--- src/rtl/ob_sched_pkg.sv ---
// Shared types and constants for the outbound-buffer read scheduler.
// Beat bundle carried from the bank array to the TX port.
package ob_sched_pkg;

  localparam int OB_RAM_NUM  = 8;
  localparam int OB_BEAT_AW  = 8;
  localparam int OB_BANK_LSB = 8;
  localparam int OB_MAX_LEN  = 256;
  localparam int OB_DW       = 128;
  localparam int OB_LEN_W    = 9;
  localparam int OB_BANK_W   = 3;

  typedef enum logic [1:0] {
    IDLE,
    RUN,
    DRAIN
  } sched_st_e;

  typedef struct packed {
    logic [OB_DW-1:0]     data;
    logic                 last;
    logic [OB_BANK_W-1:0] bank;
  } ob_beat_t;

  function automatic logic [OB_LEN_W-1:0] ob_clamp_len(
    input logic [OB_LEN_W-1:0] len
  );
    if (len > OB_LEN_W'(OB_MAX_LEN)) return OB_LEN_W'(OB_MAX_LEN);
    return len;
  endfunction

endpackage

--- src/rtl/ob_sched_fifo2.sv ---
// Two-entry beat FIFO between the bank array and the TX port.
// Push and pop may coincide; flush empties it synchronously.
module ob_sched_fifo2
  import ob_sched_pkg::*;
(
  input  logic       clk,
  input  logic       flush_i,
  input  logic       push_i,
  input  logic       pop_i,
  input  ob_beat_t   din_i,
  output logic       vld_o,
  output ob_beat_t   dout_o,
  output logic [1:0] cnt_o
);

  ob_beat_t   mem_q [2];
  logic       wp_q;
  logic       rp_q;
  logic [1:0] cnt_q;

  // Storage, pointers and occupancy.
  always_ff @(posedge clk) begin
    if (flush_i) begin
      mem_q[0] <= '0;
      mem_q[1] <= '0;
      wp_q     <= 1'b0;
      rp_q     <= 1'b0;
      cnt_q    <= 2'd0;
    end else begin
      if (push_i) begin
        mem_q[wp_q] <= din_i;
        wp_q        <= !wp_q;
      end
      if (pop_i) rp_q <= !rp_q;
      cnt_q <= cnt_q + {1'b0, push_i} - {1'b0, pop_i};
    end
  end

  assign vld_o  = (cnt_q != 2'd0);
  assign dout_o = mem_q[rp_q];
  assign cnt_o  = cnt_q;

endmodule

--- src/rtl/ob_rd_sched.sv ---
// Round-robin read scheduler for the 8-bank outbound buffer.
// Drains one granted bank at a time into a valid/ready TX port.
module ob_rd_sched
  import ob_sched_pkg::*;
#(
  parameter int RAM_NUM = OB_RAM_NUM,
  parameter int DW      = OB_DW,
  parameter int LEN_W   = OB_LEN_W
) (
  input  logic                     clk,
  input  logic                     rst,
  input  logic [RAM_NUM-1:0]       ReqVld,
  input  logic [RAM_NUM*LEN_W-1:0] ReqLen,
  output logic [RAM_NUM-1:0]       ReqAck,
  output logic                     RdEn,
  output logic [31:0]              RdAddr,
  input  logic [DW-1:0]            RdData,
  output logic                     TxVld,
  output logic [DW-1:0]            TxData,
  output logic                     TxLast,
  output logic [2:0]               TxBank,
  input  logic                     TxRdy,
  output logic                     Busy
);

  sched_st_e          st_q, st_d;
  logic [2:0]         ptr_q, ptr_d;
  logic [2:0]         bank_q, bank_d;
  logic [LEN_W-1:0]   len_q, len_d;
  logic [LEN_W-1:0]   beat_q, beat_d;
  logic [7:0]         lbeat_q, lbeat_d;
  logic [RAM_NUM-1:0] ack_q, ack_d;
  logic               rdv_q;
  logic               rdv_last_q;

  logic [RAM_NUM-1:0] req_m;
  logic               gnt_vld;
  logic [2:0]         gnt_idx;
  logic [2:0]         cand;
  logic [LEN_W-1:0]   gnt_len;
  logic               rd_c;
  logic               is_last;
  logic               done_c;
  logic               pop;
  logic [2:0]         occ;
  logic               f_vld;
  logic [1:0]         f_cnt;
  ob_beat_t           f_in;
  ob_beat_t           f_out;
  ob_beat_t           head;

  // A bank being acked this cycle is not eligible until next IDLE pass.
  assign req_m = ReqVld & ~ack_q;

  // Round-robin search upward from ptr+1.
  always_comb begin
    gnt_vld = 1'b0;
    gnt_idx = ptr_q;
    cand    = ptr_q;
    for (int i = 1; i <= RAM_NUM; i++) begin
      cand = ptr_q + 3'(i);
      if (!gnt_vld && req_m[cand]) begin
        gnt_vld = 1'b1;
        gnt_idx = cand;
      end
    end
  end

  assign gnt_len = ob_clamp_len(ReqLen[gnt_idx*LEN_W +: LEN_W]);

  assign pop     = f_vld & TxRdy;
  assign occ     = {1'b0, f_cnt} + {2'b0, rdv_q} - {2'b0, pop};
  assign rd_c    = (st_q == RUN) && (occ < 3'd2);
  assign is_last = (beat_q == len_q - LEN_W'(1));
  assign done_c  = !rdv_q && (occ == 3'd0);

  // Next-state logic for grant, beat issue and release.
  always_comb begin
    st_d    = st_q;
    ptr_d   = ptr_q;
    bank_d  = bank_q;
    len_d   = len_q;
    beat_d  = beat_q;
    lbeat_d = lbeat_q;
    ack_d   = '0;
    unique case (st_q)
      IDLE: begin
        if (gnt_vld) begin
          bank_d = gnt_idx;
          len_d  = gnt_len;
          beat_d = '0;
          st_d   = (gnt_len == '0) ? DRAIN : RUN;
        end
      end
      RUN: begin
        if (rd_c) begin
          lbeat_d = beat_q[7:0];
          beat_d  = beat_q + LEN_W'(1);
          if (is_last) st_d = DRAIN;
        end
      end
      DRAIN: begin
        if (done_c) begin
          ack_d[bank_q] = 1'b1;
          ptr_d         = bank_q;
          st_d          = IDLE;
        end
      end
      default: st_d = IDLE;
    endcase
  end

  // State register plus the one-cycle read-return stage.
  always_ff @(posedge clk) begin
    if (rst) begin
      st_q       <= IDLE;
      ptr_q      <= 3'(RAM_NUM - 1);
      bank_q     <= '0;
      len_q      <= '0;
      beat_q     <= '0;
      lbeat_q    <= '0;
      ack_q      <= '0;
      rdv_q      <= 1'b0;
      rdv_last_q <= 1'b0;
    end else begin
      st_q       <= st_d;
      ptr_q      <= ptr_d;
      bank_q     <= bank_d;
      len_q      <= len_d;
      beat_q     <= beat_d;
      lbeat_q    <= lbeat_d;
      ack_q      <= ack_d;
      rdv_q      <= rd_c;
      rdv_last_q <= rd_c && is_last;
    end
  end

  assign f_in.data = RdData;
  assign f_in.last = rdv_last_q;
  assign f_in.bank = bank_q;

  ob_sched_fifo2 u_fifo (
    .clk     (clk),
    .flush_i (rst),
    .push_i  (rdv_q),
    .pop_i   (pop),
    .din_i   (f_in),
    .vld_o   (f_vld),
    .dout_o  (f_out),
    .cnt_o   (f_cnt)
  );

  assign head   = f_vld ? f_out : '0;
  assign TxVld  = f_vld;
  assign TxData = head.data;
  assign TxLast = head.last;
  assign TxBank = head.bank;

  assign RdEn   = rd_c;
  assign RdAddr = {20'h0, 1'b0, bank_q, rd_c ? beat_q[7:0] : lbeat_q};
  assign ReqAck = ack_q;
  assign Busy   = (st_q != IDLE);

endmodule
--- config.mk ---
export PLATFORM = sky130hd
export DESIGN_NAME = ob_rd_sched
export DESIGN_NICKNAME = d
export VERILOG_FILES = /design/src/rtl/ob_sched_pkg.sv /design/src/rtl/ob_sched_fifo2.sv /design/src/rtl/ob_rd_sched.sv
export SDC_FILE = /design/constraint.sdc
export NUM_CORES = 1
export LEC_CHECK = 0
export BUFFER_PORTS_ARGS = -buffer_cell sky130_fd_sc_hd__buf_2
export CAP_MARGIN = 15
export CORE_MARGIN = 2
export CORE_UTILIZATION = 54
export CTS_CLUSTER_DIAMETER = 30
export DETAILED_ROUTE_END_ITERATION = 12
export PLACE_DENSITY = 0.8
export SLEW_MARGIN = 20
export SYNTH_ARGS = -nofsm -noshare
export SYNTH_HDL_FRONTEND = slang
export SYNTH_SLANG_ARGS = --single-unit
--- constraint.sdc ---
create_clock -name clk -period 4.7 [get_ports clk]
set_input_delay 0 -clock clk [delete_from_list [all_inputs] [get_ports clk]]
set_output_delay 0 -clock clk [all_outputs]
set_load 0.01 [all_outputs]
==> results.py <==
metrics = {
    "outcome": {
        "status": "complete, no violations",
    },
    "power_and_ir_drop": {
        "clkPwrFrac": 0.347,
        "power_frac_comb": 0.358,
        "p_int_mw": 8.25,
        "p_sw_mw": 4.44,
        "finalPower_mw": 12.7,
        "powerDensity_nw_per_um2": 581,
        "swShare": 0.350,
        "leakagePower_nw": 9.17,
        "seq_power_share": 0.295,
        "vdd_ir_drop_max_uv": 398,
    },
    "detailed_routing": {
        "routed_wl_um": 48700,
        "drt-pass1-iter-count": 5,
        "vias": 13100,
        "initialDrtViolationCount": 1276,
        "avgRoutedWirePerCell_um": 20.6,
        "ant_nets": 0,
        "via_per_inst": 5.57,
        "drc": 0,
    },
    "synth": {
        "synth_common_cells": "268 x and2_1, 264 x edfxtp_1, 185 x nor2_1",
        "yosys_warnings": 0,
        "synth_seq_cells": 313,
        "async_flop_share": 0,
        "synth_edf_count": 264,
        "yosysMostFrequentCell": "and2_1",
        "yosys.cell_types.count": 70,
        "syn_inst": 1403,
        "synth_top_cell_by_area": "edfxtp_1",
        "synth_top_area_share": 0.493,
        "avgSynthCellArea_um2": 11.5,
        "syn-cell-area_um2": 16100,
        "synth.area.top_cells": "edfxtp_1 49%, and2_1 10%, mux2i_1 9.9%",
        "yosys_most_used_dff": "edfxtp_1",
        "seq_area_frac_synth": 0.554,
    },
    "global_route": {
        "grt_antenna_before_repair": 4,
        "grt_max_degree": 83,
        "grt_pass1_wl_um": 72900,
        "gr-usage-all-layers": 0.300,
        "overflow": 0,
        "grt_pass1_vias": 13400,
    },
    "critical_path": {
        "critPathMaxStageDelay_ns": 0.56,
        "critPathBufInv": 1,
        "r2r-start": "ptr_q[1]",
        "worst_setup_path_start_kind": "flop",
        "cp.arrival_ns": 4.87,
        "r2r_cells": 14,
        "crit_slowest_cell": "dlygate4sd3_1",
        "crit_family": "compound AO/OA/AOI/OAI gates",
        "crit_fanout": 11,
        "crit_type": "reg2reg",
        "crit_path_end_kind": "flop",
        "worstPathCellList": "ha_1, xor2_1, mux4_2, mux2i_4, and4_1, nand2_1, o22ai_2, nor2_8, mux2i_1, dlygate4sd3_1, a22o_1, o21ai_0, nor4_2, o31a_1",
        "r2r_slack_ns": 0.29,
        "r2r-end": "st_q[1]",
        "cp.required_ns": 5.15,
    },
    "cts": {
        "cts-root-buf": "clkbuf_16",
        "insertion_delay_ns": 0.57,
        "path_clk_slew_ns": 0.05,
        "clock-sinks": 313,
        "clockBufferDepth": 3,
        "cts_inserted_buffers": 58,
        "cts_tree": "built",
        "htree_levels": 2,
    },
    "worst_hold_path": {
        "hold_class": "in2reg",
        "holdPathStages": 4,
        "hp-start": "ReqLen[38]",
        "hold_end": "len_q[2]",
    },
    "placement": {
        "dpl.hpwl_um": 28200,
        "gp_routability_congestion": 0.947,
        "portBuffers": 364,
        "post_dp_cell_area_um2": 18200,
    },
    "timing": {
        "finalWorstPathRequiredPeriod_ns": 4.41,
        "timing.hold.ws_ns": 0.0320,
        "drv_slew": 0,
        "hold_viol": 0,
        "clock.fmax_mhz": 227,
        "slew_headroom": 0.319,
        "worstMarginPinSlew_ns": 0.996,
        "setup_tns_ns": 0,
        "rsz0062_at_grt": "no",
        "fin_skew_ns": 0.0267,
        "finalCritPeriodShare": 0.939,
        "setup-violations-final": 0,
    },
    "floorplan": {
        "design.die.area_um2": 31200,
        "core_um2": 29500,
        "die_x_um": 177,
        "io_pins": 386,
        "start_util": 0.545,
        "fp-row-count": 63,
        "die_h_um": 177,
    },
    "cells_and_area": {
        "fin_area_um2": 21800,
        "drive_gt1_frac": 0.276,
        "areaGrowthSynthToFinish_pct": 35.9,
        "num-nets-final": 2135,
        "fill_cells": 1848,
    },
    "run": {
        "drv_cap": 0,
    },
}
logic make-up after synthesis:
family          count (synthesis)  share of synthesized area
compound gates                114                     0.0490
xor+xnor                       23                     0.0125
fa+ha+maj                       7                    0.00592
buf+inv                       125                     0.0369
flops                         313                      0.554
mux                           191                      0.136
other cells                     1                   0.000233
simple gates                  629                      0.205
per-stage QoR:
step | util | instances | worst slack, ns
finish | 0.741 | 2360 | 0.288
global route | 0.741 | 2359 | 0.0399
CTS | 0.740 | 2356 | 0.0614
detailed placement | 0.616 | 2092 | 0.207
global placement | 0.616 | 2092 | 0.265
floorplan | - | 1423 | 0.572
flip-flops by register name, indices dropped and copies added (netlist names), 2 cells and up, named ones only:
name,flops
len_q,9
u_fifo.mem_q,264
ReqAck,8
st_q,2
ptr_q,3
bank_q,3
lbeat_q,8
beat_q,9
u_fifo.cnt_o,2
layer usage:
layer,GRT usage,vias to the layer above,share of wire
li1,-,5961,-
met4,0.125,4,0.040
met2,0.534,772,0.51
met1,0.348,6252,0.36
met3,0.0668,154,0.088
met5,0,-,0.00047
cell usage in the layout (no fill, tap or decap), drive strengths merged, types with 17 or more instances in the layout:
cell type / instances
a21oi: 17
dfxtp: 49
clkbuf: 61
mux2i: 161
mux4: 19
buf: 387
and2: 268
conb: 21
o21ai: 24
clkinv: 18
nor2b: 20
inv: 28
nand2: 86
nor2: 186
edfxtp: 264
dlygate4sd3: 154
power by group through the flow:
| stage | clock (mW) | combinational (mW) | sequential, mW |
|---|---|---|---|
| after floorplan | 0 | 3.12 | 3.63 |
| after global placement | 0 | 4.13 | 3.75 |
| after detailed placement | 0 | 4.17 | 3.77 |
| after CTS | 4.39 | 4.42 | 3.72 |
| after global routing | 4.58 | 4.90 | 3.77 |
| final | 4.41 | 4.54 | 3.74 |
how the worst max path moves through the flow:
stage,cells past startpoint,end,slack [ns],start
after floorplan,15,len_q[1],0.57,ptr_q[0]
after global placement,13,st_q[0],0.26,ptr_q[1]
after detailed placement,12,st_q[0],0.21,ptr_q[1]
after CTS,14,st_q[1],0.06,ptr_q[1]
after global routing,14,st_q[0],0.04,ptr_q[1]
final,14,st_q[1],0.29,ptr_q[1]
layout make-up:
cell class | instances | area, um2 | share of cell area
Timing Repair Buffer | 541 | 3570 | 0.164
Multi-Input combinational cell | 985 | 6690 | 0.306
Sequential cell | 313 | 8910 | 0.408
Inverter | 18 | 67.6 | 0.00309
Antenna cell | 3 | 7.51 | 0.000344
Clock buffer | 61 | 1480 | 0.0679
Clock inverter | 49 | 613 | 0.0281
Tap cell | 390 | 488 | 0.0223
worst min-delay path, cell delays in order:
cell     delay, ns
buf_2         0.07
mux2_2        0.14
o22ai_1       0.11
o31ai_1       0.25
repair_timing:
item                                    in CTS  in global routing
buffers inserted                             0                  1
hold buffers                               154                  0
endpoints found under the setup margin       0                  9
endpoints found under the hold margin      268                  0
gates resized for setup                      0                  2
No activity file was read; power rests on OpenSTA's default activity.
